==> src/rtl/vga_timing_gen_if.sv <==
// vga_timing_gen_if: raster bundle from the VGA timing generator to the pixel renderers
//   o_pix_stb      pixel strobe, one clk_in cycle every CLK_DIV cycles
//   o_hs/o_vs      active-low sync pins
//   o_active       current pixel lies in the visible area
//   o_x/o_y        clamped raster position
//   o_line_start   one-cycle pulse when the line wraps to column 0
//   o_frame_start  one-cycle pulse when the frame wraps to (0,0)
//   o_animate      one-cycle pulse on entering vertical blanking
interface vga_timing_gen_if;
    logic       o_pix_stb;
    logic       o_hs;
    logic       o_vs;
    logic       o_active;
    logic [9:0] o_x;
    logic [8:0] o_y;
    logic       o_line_start;
    logic       o_frame_start;
    logic       o_animate;
    modport master (
        output o_pix_stb, o_hs, o_vs, o_active, o_x, o_y,
        output o_line_start, o_frame_start, o_animate
    );
    modport slave (
        input o_pix_stb, o_hs, o_vs, o_active, o_x, o_y,
        input o_line_start, o_frame_start, o_animate
    );
endinterface

==> src/rtl/vga_timing_gen.sv <==
// vga_timing_gen: 640x480@60 raster timing, sync pins and line/frame event pulses
//   clk_in  board clock, the only clock in the block
//   i_rst   asynchronous active-low reset
//   vga     raster bundle driven out through the master modport
module vga_timing_gen #(
    parameter int CLK_DIV  = 2,
    parameter int H_ACTIVE = 640,
    parameter int H_FP     = 16,
    parameter int H_SYNC   = 96,
    parameter int H_BP     = 48,
    parameter int V_ACTIVE = 480,
    parameter int V_FP     = 10,
    parameter int V_SYNC   = 2,
    parameter int V_BP     = 33
) (
    input  logic                    clk_in,
    input  logic                    i_rst,
    vga_timing_gen_if.master        vga
);
    localparam int H_TOTAL = H_ACTIVE + H_FP + H_SYNC + H_BP;
    localparam int V_TOTAL = V_ACTIVE + V_FP + V_SYNC + V_BP;
    localparam int DW      = CLK_DIV > 1 ? $clog2(CLK_DIV) : 1;
    localparam logic [9:0] H_LAST = 10'(H_TOTAL - 1);
    localparam logic [9:0] V_LAST = 10'(V_TOTAL - 1);
    localparam logic [9:0] HS_LO  = 10'(H_ACTIVE + H_FP);
    localparam logic [9:0] HS_HI  = 10'(H_ACTIVE + H_FP + H_SYNC);
    localparam logic [9:0] VS_LO  = 10'(V_ACTIVE + V_FP);
    localparam logic [9:0] VS_HI  = 10'(V_ACTIVE + V_FP + V_SYNC);
    localparam logic [9:0] H_ACT  = 10'(H_ACTIVE);
    localparam logic [9:0] V_ACT  = 10'(V_ACTIVE);

    logic [DW-1:0] r_div;
    logic [9:0]    r_h;
    logic [9:0]    r_v;
    logic          w_tick;
    logic          w_h_wrap;
    logic          w_line0;
    logic [9:0]    w_h_next;
    logic [9:0]    w_v_next;

    // Outputs are decoded from the next counter values so they move on the
    // same edge as the counters instead of lagging a pixel behind.
    always_comb begin
        w_tick   = r_div == DW'(CLK_DIV - 1);
        w_h_wrap = r_h == H_LAST;
        w_h_next = w_h_wrap ? 10'd0 : r_h + 10'd1;
        w_v_next = !w_h_wrap ? r_v : (r_v == V_LAST ? 10'd0 : r_v + 10'd1);
        w_line0  = w_tick && w_h_next == 10'd0;
    end

    // Counters reset to the last position so the first strobe wraps to (0,0)
    // and every visible frame is preceded by a frame_start.
    always_ff @(posedge clk_in or negedge i_rst) begin
        if (!i_rst) begin
            r_div             <= '0;
            r_h               <= H_LAST;
            r_v               <= V_LAST;
            vga.o_pix_stb     <= 1'b0;
            vga.o_hs          <= 1'b1;
            vga.o_vs          <= 1'b1;
            vga.o_active      <= 1'b0;
            vga.o_x           <= '0;
            vga.o_y           <= '0;
            vga.o_line_start  <= 1'b0;
            vga.o_frame_start <= 1'b0;
            vga.o_animate     <= 1'b0;
        end else begin
            r_div             <= w_tick ? '0 : r_div + 1'b1;
            vga.o_pix_stb     <= w_tick;
            vga.o_line_start  <= w_line0;
            vga.o_frame_start <= w_line0 && w_v_next == 10'd0;
            vga.o_animate     <= w_line0 && w_v_next == V_ACT;
            if (w_tick) begin
                r_h          <= w_h_next;
                r_v          <= w_v_next;
                vga.o_hs     <= !(w_h_next >= HS_LO && w_h_next < HS_HI);
                vga.o_vs     <= !(w_v_next >= VS_LO && w_v_next < VS_HI);
                vga.o_active <= w_h_next < H_ACT && w_v_next < V_ACT;
                vga.o_x      <= w_h_next < H_ACT ? w_h_next : 10'(H_ACTIVE - 1);
                vga.o_y      <= w_v_next < V_ACT ? w_v_next[8:0] : 9'(V_ACTIVE - 1);
            end
        end
    end
endmodule

==> src/flat_wrapper.sv <==
// flat-port wrapper written by rule: the top's interface ports become plain ports
module vga_timing_gen_flat 
#(
    parameter int CLK_DIV  = 2,
    parameter int H_ACTIVE = 640,
    parameter int H_FP     = 16,
    parameter int H_SYNC   = 96,
    parameter int H_BP     = 48,
    parameter int V_ACTIVE = 480,
    parameter int V_FP     = 10,
    parameter int V_SYNC   = 2,
    parameter int V_BP     = 33
)
  (clk_in, i_rst, vga_o_pix_stb, vga_o_hs, vga_o_vs, vga_o_active, vga_o_x, vga_o_y, vga_o_line_start, vga_o_frame_start, vga_o_animate);
  vga_timing_gen_if vga_i ();
  input  logic clk_in;
  input  logic i_rst;
  output wire logic [$bits(vga_i.o_pix_stb)-1:0] vga_o_pix_stb;
  output wire logic [$bits(vga_i.o_hs)-1:0] vga_o_hs;
  output wire logic [$bits(vga_i.o_vs)-1:0] vga_o_vs;
  output wire logic [$bits(vga_i.o_active)-1:0] vga_o_active;
  output wire logic [$bits(vga_i.o_x)-1:0] vga_o_x;
  output wire logic [$bits(vga_i.o_y)-1:0] vga_o_y;
  output wire logic [$bits(vga_i.o_line_start)-1:0] vga_o_line_start;
  output wire logic [$bits(vga_i.o_frame_start)-1:0] vga_o_frame_start;
  output wire logic [$bits(vga_i.o_animate)-1:0] vga_o_animate;
  assign vga_o_pix_stb = vga_i.o_pix_stb;
  assign vga_o_hs = vga_i.o_hs;
  assign vga_o_vs = vga_i.o_vs;
  assign vga_o_active = vga_i.o_active;
  assign vga_o_x = vga_i.o_x;
  assign vga_o_y = vga_i.o_y;
  assign vga_o_line_start = vga_i.o_line_start;
  assign vga_o_frame_start = vga_i.o_frame_start;
  assign vga_o_animate = vga_i.o_animate;
  vga_timing_gen #(.CLK_DIV(CLK_DIV), .H_ACTIVE(H_ACTIVE), .H_FP(H_FP), .H_SYNC(H_SYNC), .H_BP(H_BP), .V_ACTIVE(V_ACTIVE), .V_FP(V_FP), .V_SYNC(V_SYNC), .V_BP(V_BP)) u_core (.clk_in(clk_in), .i_rst(i_rst), .vga(vga_i));
endmodule
==> config.mk <==
export PLATFORM = sky130hd
export DESIGN_NAME = vga_timing_gen_flat
export DESIGN_NICKNAME = d
export VERILOG_FILES = /design/src/rtl/vga_timing_gen_if.sv /design/src/rtl/vga_timing_gen.sv /design/src/flat_wrapper.sv
export SDC_FILE = /design/constraint.sdc
export NUM_CORES = 1
export LEC_CHECK = 0
export CELL_PAD_IN_SITES_DETAIL_PLACEMENT = 1
export CELL_PAD_IN_SITES_GLOBAL_PLACEMENT = 2
export CORE_MARGIN = 2
export CORE_UTILIZATION = 38
export CTS_CLUSTER_DIAMETER = 200
export DETAILED_ROUTE_END_ITERATION = 16
export GPL_TIMING_DRIVEN = 0
export PLACE_DENSITY = 0.9
export SLEW_MARGIN = 10
export SYNTH_ARGS = -nofsm -noshare
export SYNTH_HDL_FRONTEND = slang
export SYNTH_SLANG_ARGS = --single-unit
==> constraint.sdc <==
create_clock -name clk_in -period 4.9 [get_ports clk_in]
set_input_delay 0.49 -clock clk_in [delete_from_list [all_inputs] [get_ports clk_in]]
set_output_delay 0.49 -clock clk_in [all_outputs]
set_load 0.005 [all_outputs]
* Yosys cells after proc, flatten, opt, wreduce, memory -nomap -nowiden
Index checks and enable logic that the tools add are counted.
** Operators by class
- $add $sub $neg :: 3
- Magnitude comparators :: 6
- Eq/ne operators :: 3
- Mux-type cells :: 6
- Reduce and logical (&&, ||, !) cells :: 10
** Operator list (number)
- $mux 10 :: 4
- $add 10x1->10 const B :: 2
- $eq 10x10->1 const B :: 2
- $logic_not 10->1 :: 2
- $lt 10x10->1 const B :: 2
- $lt 10x9->1 const B :: 2
- $eq 10x9->1 const B :: 1
- $ge 10x10->1 const B :: 1
- $ge 10x9->1 const B :: 1
- $mux 9 :: 1
- $logic_and 1x1->1 :: 6
- $logic_not 1->1 :: 2
- $add 1x1->1 const B :: 1
- $mux 1 :: 1
** Word-level totals
- Flip-flop bits (word level) :: 47
- Bits of input ports :: 2
- Logic and storage cells :: 40

* Logic depth before layout (Yosys ltp)
- Depth in word-level cells :: 6
- Depth in mapped cells :: 10
- Mapped depth without buffers :: 8

* Worst setup path after synthesis
OpenSTA, ideal clock, no wires.
- Path type :: flip-flop to flip-flop
- From :: register u_core.r_v[0]
- To :: register u_core.vga.o_y[6]
- Library setup time :: 0.125 ns
- Arrival :: 2.332 ns
- Data required time :: 4.775 ns
- Setup slack :: 2.443 ns
- Cell stages (with the launch flop) :: 9
- Buffers on the path :: 1
- Clock period less this slack :: 2.457 ns
- Cell sequence :: dfrtp_1 clkbuf_1 inv_1 ha_1 or4b_4 or4_4 o221ai_4 nand2_2 mux2_2
** Between the ends
- Longest elaborated chain between the ends :: 5
- Elaborated cells on any way between the ends :: 6
- Classes of those cells :: add/sub (1); order compare (1); eq/ne (1); mux (3)
** Ends and longest elaborated chain
- from (decl) :: RTL line vga_timing_gen.sv:34 : logic [9:0] r_v;
- from (signal assigned) :: RTL line vga_timing_gen.sv:75 : r_v <= w_v_next;
- $add 10x1->10 or $eq 10x10->1 (tied branches) :: RTL line vga_timing_gen.sv:47 : w_v_next = !w_h_wrap ? r_v : (r_v == V_LAST ? 10'd0 : r_v + 10'd1);
- $mux 10 :: RTL line vga_timing_gen.sv:47
- $mux 10 (*) :: RTL line vga_timing_gen.sv:47
- $lt 10x9->1 :: RTL line vga_timing_gen.sv:80 : vga.o_y <= w_v_next < V_ACT ? w_v_next[8:0] : 9'(V_ACTIVE - 1);
- $mux 9 (*) :: RTL line vga_timing_gen.sv:80
- to (signal assigned) :: RTL line vga_timing_gen.sv:80
- to (decl) :: RTL line vga_timing_gen_if.sv:20 : output o_pix_stb, o_hs, o_vs, o_active, o_x, o_y,
Every way passes the cells marked *; elsewhere a longest branch is shown, timed or not.
A chain may end at the register's enable or synchronous reset.

* Final worst setup path
- From :: register u_core.r_h[8]
- To :: register u_core.vga.o_x[0]
** Between the ends
- Longest elaborated chain between the ends :: 4
- Elaborated cells on any way between the ends :: 5
- Classes of those cells :: add/sub (1); order compare (1); eq/ne (1); mux (2)
** Ends and longest elaborated chain
- from (decl) :: RTL line vga_timing_gen.sv:33 : logic [9:0] r_h;
- from (signal assigned) :: RTL line vga_timing_gen.sv:74 : r_h <= w_h_next;
- $add 10x1->10 or $eq 10x10->1 (tied branches) :: RTL line vga_timing_gen.sv:46, vga_timing_gen.sv:45
- $mux 10 (*) :: RTL line vga_timing_gen.sv:46 : w_h_next = w_h_wrap ? 10'd0 : r_h + 10'd1;
- $lt 10x10->1 :: RTL line vga_timing_gen.sv:79 : vga.o_x <= w_h_next < H_ACT ? w_h_next : 10'(H_ACTIVE - 1);
- $mux 10 (*) :: RTL line vga_timing_gen.sv:79
- to (signal assigned) :: RTL line vga_timing_gen.sv:79
- to (decl) :: RTL line vga_timing_gen_if.sv:20
Marked as above.

==> parameters.txt <==
Parameter                              Value

Global route
  Via count of the first global-routing pass ... 2407
  Tot GR Track Use ... 0.2119
  Largest net degree at the start of global routing ... 27
  Total congestion overflow after global routing ... 0
  Antenna violations before repair ... 0
  Global-route wire length before repair ... 12750 microns

Power and ir drop
  Worst vdd rail ir drop ... 117.9 uV
  P per Cell Area ... 226.9 nW/um^2
  Power after layout ... 0.7385 mW
  Leakage ... 1.342 nW

Timing
  Fin crit period ... 3060 ps
  Sum of negative setup slack ... 0 ps
  Max Clock Freq ... 326.8 MHz
  Final hold violation count ... 0
  Number of pins exceeding their max-slew limit in the final report ... 0
  Final clock period utilization by the worst path ... 0.6244
  Slew @ Worst Pin ... 1170 ps
  Skew final ... 10.18 ps
  Worst hold margin ... 163.8 ps
  Number of setup violations in the final report ... 0
  RSZ-0062 raised after global routing ... false
  Max_slew headroom ... 0.2093

Logic synthesis
  Cell variety after synth ... 53
  Post-synthesis cell area ... 2713 sq um
  Syn nets ... 302
  Seq cells post-synth ... 47
  Yosys warns ... 0
  FFs w/ async S/R, synth ... 1.000
  Avg Cell Area, Syn ... 9.133 sq um
  Sequential-to-total area share from yosys stat ... 0.4391
  Number of enable flip-flop cells after synthesis ... 0
  Post-Synthesis Cells ... 297
  Main flop type after synthesis ... sky130_fd_sc_hd__dfrtp_1

Clock network
  Max Root-Sink Buffers ... 2
  CTS tree ... built
  TritonCTS Sinks ... 47
  Total of hold buffers inserted after clock tree synthesis ... 0
  Clock-pin slew on the worst setup and hold paths ... 90 ps
  Library cell used as clock root buffer ... sky130_fd_sc_hd__clkbuf_8
  Number of buffers inserted during clock tree synthesis ... 5
  Level count of the clock H-tree ... 2
  Resize count post-CTS ... 0
  Post-CTS setup buffer count ... 0
  Clock network latency to the later pin of the worst-skew pair ... 300 ps

Die
  Number of placed I/O pins ... 28
  Height of the die ... 88.49 microns
  Starting Density ... 0.3949
  Chip Width ... 88.49 microns
  Total number of placement rows ... 30
  Placeable core region ... 6869 sq um
  Die ar. ... 7830 sq um

Critical path
  Crit path cell chain ... clkbuf_1 > nand4_1 > o21ai_0 > nor4b_1 > nand2_1 > o211ai_1 > o21a_1
  Critical path required time ... 5140 ps
  CP max FO ... 8
  Data arrival time of the critical path ... 3300 ps
  Crit-path slowest cell ... sky130_fd_sc_hd__nor4b_1
  Type of destination of the critical path ... flip-flop
  Delay-heaviest family, CP ... simple AND/OR/NAND/NOR gates
  Critical Path Start Type ... flip-flop
  Highest cell delay on the worst timing path ... 960 ps
  Buffers & Inverters on Critical Path ... 1
  Critical Setup Path Class ... flip-flop to flip-flop

Route
  Pre-antenna DRT Iters ... 4
  Detailed-route wire length ... 7550 microns
  Drt via density ... 5.566
  Number of nets with antenna violations after routing ... 0
  DRC viols ... 0
  Average routed wire per standard cell ... 17.60 microns
  Number of violations reported at the end of detailed-routing iteration 0 ... 175
  Count of vias placed by the detailed router ... 2388

Finish
  Area added between synthesis and finish ... 19.97%
  Total inserted antenna cells ... 0
  Most used cells in the layout excluding fill and tap cells ... sky130_fd_sc_hd__dfrtp_1 (35), sky130_fd_sc_hd__nor2_1 (34), sky130_fd_sc_hd__clkdlybuf4s50_1 (26)
  Sequential Area ... 1191 sq um
  Fillcell total ... 805
  Cell area after layout ... 3254 sq um
  # nets final ... 337
  Share of post-route cells with drive strength above 1 ... 0.1231
  Most common library cell in the layout ignoring fill and taps ... sky130_fd_sc_hd__dfrtp_1
  Area occupied by multi-input gates ... 1371 sq um

Run
  Number of violations of the max-capacitance limit ... 0

Placement
  Number of port buffers ... 27
  Post-DP Area ... 3118 sq um
  HPWL after detailed placement ... 5532 microns
  RePlAce Congestion ... 0.8583

Outcome
  Status ... finished, final reports clean

Hold path
  Worst min-delay path class ... input port to asynchronous set/reset pin
## cell families (layout without fill, tap and decap cells)
logic type / Yosys count / count (layout) / synth area share
and+or+nand+nor: 109 / 109 / 0.2168
AOI/OAI and AO/OA: 75 / 75 / 0.1808
DFF: 47 / 47 / 0.4391
buffers and inverters: 35 / 71 / 0.05535
xor gates and xnor gates: 22 / 22 / 0.07104
muxes: 6 / 6 / 0.02306
adders and majority gates: 3 / 3 / 0.01384
## cells in the mapped netlist, drive strengths merged, types with 4 or more instances
master / number / area (sq um)
inv: 8 / 30.03
mux2i: 4 / 40.04
a21oi: 21 / 105.1
nand4: 5 / 31.28
a31oi: 16 / 100.1
nand3: 11 / 60.06
nand2: 21 / 81.33
dfstp: 12 / 315.3
and3: 5 / 31.28
clkbuf: 17 / 63.81
nor3: 8 / 40.04
dfrtp: 35 / 875.8
nor2: 34 / 127.6
and4: 7 / 61.31
xnor2: 14 / 122.6
o21ai: 16 / 80.08
buf: 10 / 56.31
nor4: 4 / 37.53
xor2: 8 / 70.07
## final timing paths
path	from	to	slack, ps	cells after the start
setup / recovery	u_core.r_h[8]	u_core.vga.o_x[0]	1840	7
hold / removal	i_rst	u_core.r_v[1]	160	1
setup reg to reg	u_core.r_h[8]	u_core.vga.o_x[0]	1840	7
hold reg to reg	u_core.vga.o_x[8]	u_core.vga.o_x[8]	480	1
max in group asynchronous	i_rst	u_core.r_v[9]	4120	2
min in group clk_in	u_core.vga.o_x[8]	u_core.vga.o_x[8]	480	1
## cell type report
cell class,instances,share of cell area
multi-input cells,215,0.4214
flip-flops and latches,47,0.3660
repair buffers,28,0.08766
plain buffers,27,0.03691
well taps,96,0.03691
clock buffers,5,0.02115
clock inverters,3,0.02076
inverters,8,0.009227
## report_power, final
group | total [mW] | internal, mW | leakage (nW) | switching, mW
clock | 0.341 | 0.204 | 0.0644 | 0.137
sequential | 0.388 | 0.388 | 0.595 | 0
combinational | 0.00988 | 0.00188 | 0.683 | 0.00800
## per-layer routing
| metal | vias up | routed length [microns] | GRT usage |
|---|---|---|---|
| met5 | - | 0 | 0 |
| met2 | 41 | 3493 | 0.3356 |
| met1 | 1213 | 3829 | 0.3124 |
| li1 | 1132 | - | - |
| met3 | 2 | 184 | 0.02892 |
| met4 | 0 | 43 | 0.03994 |
## flip-flops by register name (all words and copies together) (netlist names)
signal / cells
u_core.vga.o_x: 10
u_core.vga.o_line_start: 1
u_core.vga.o_vs: 1
u_core.r_div: 1
u_core.r_v: 10
u_core.vga.o_hs: 1
u_core.vga.o_animate: 1
u_core.vga.o_pix_stb: 1
u_core.r_h: 10
u_core.vga.o_y: 9
u_core.vga.o_active: 1
u_core.vga.o_frame_start: 1
## metrics by stage
stage	std cells	worst slack (ps)	util
5_1_grt	429	1589	0.4738
4_1_cts	429	1890	0.4738
3_3_place_gp	420	1945	0.4517
2_1_floorplan	297	2443	-
6_report	429	1840	0.4738
3_5_place_dp	421	2013	0.4539
No activity file was read; power rests on OpenSTA's default activity.
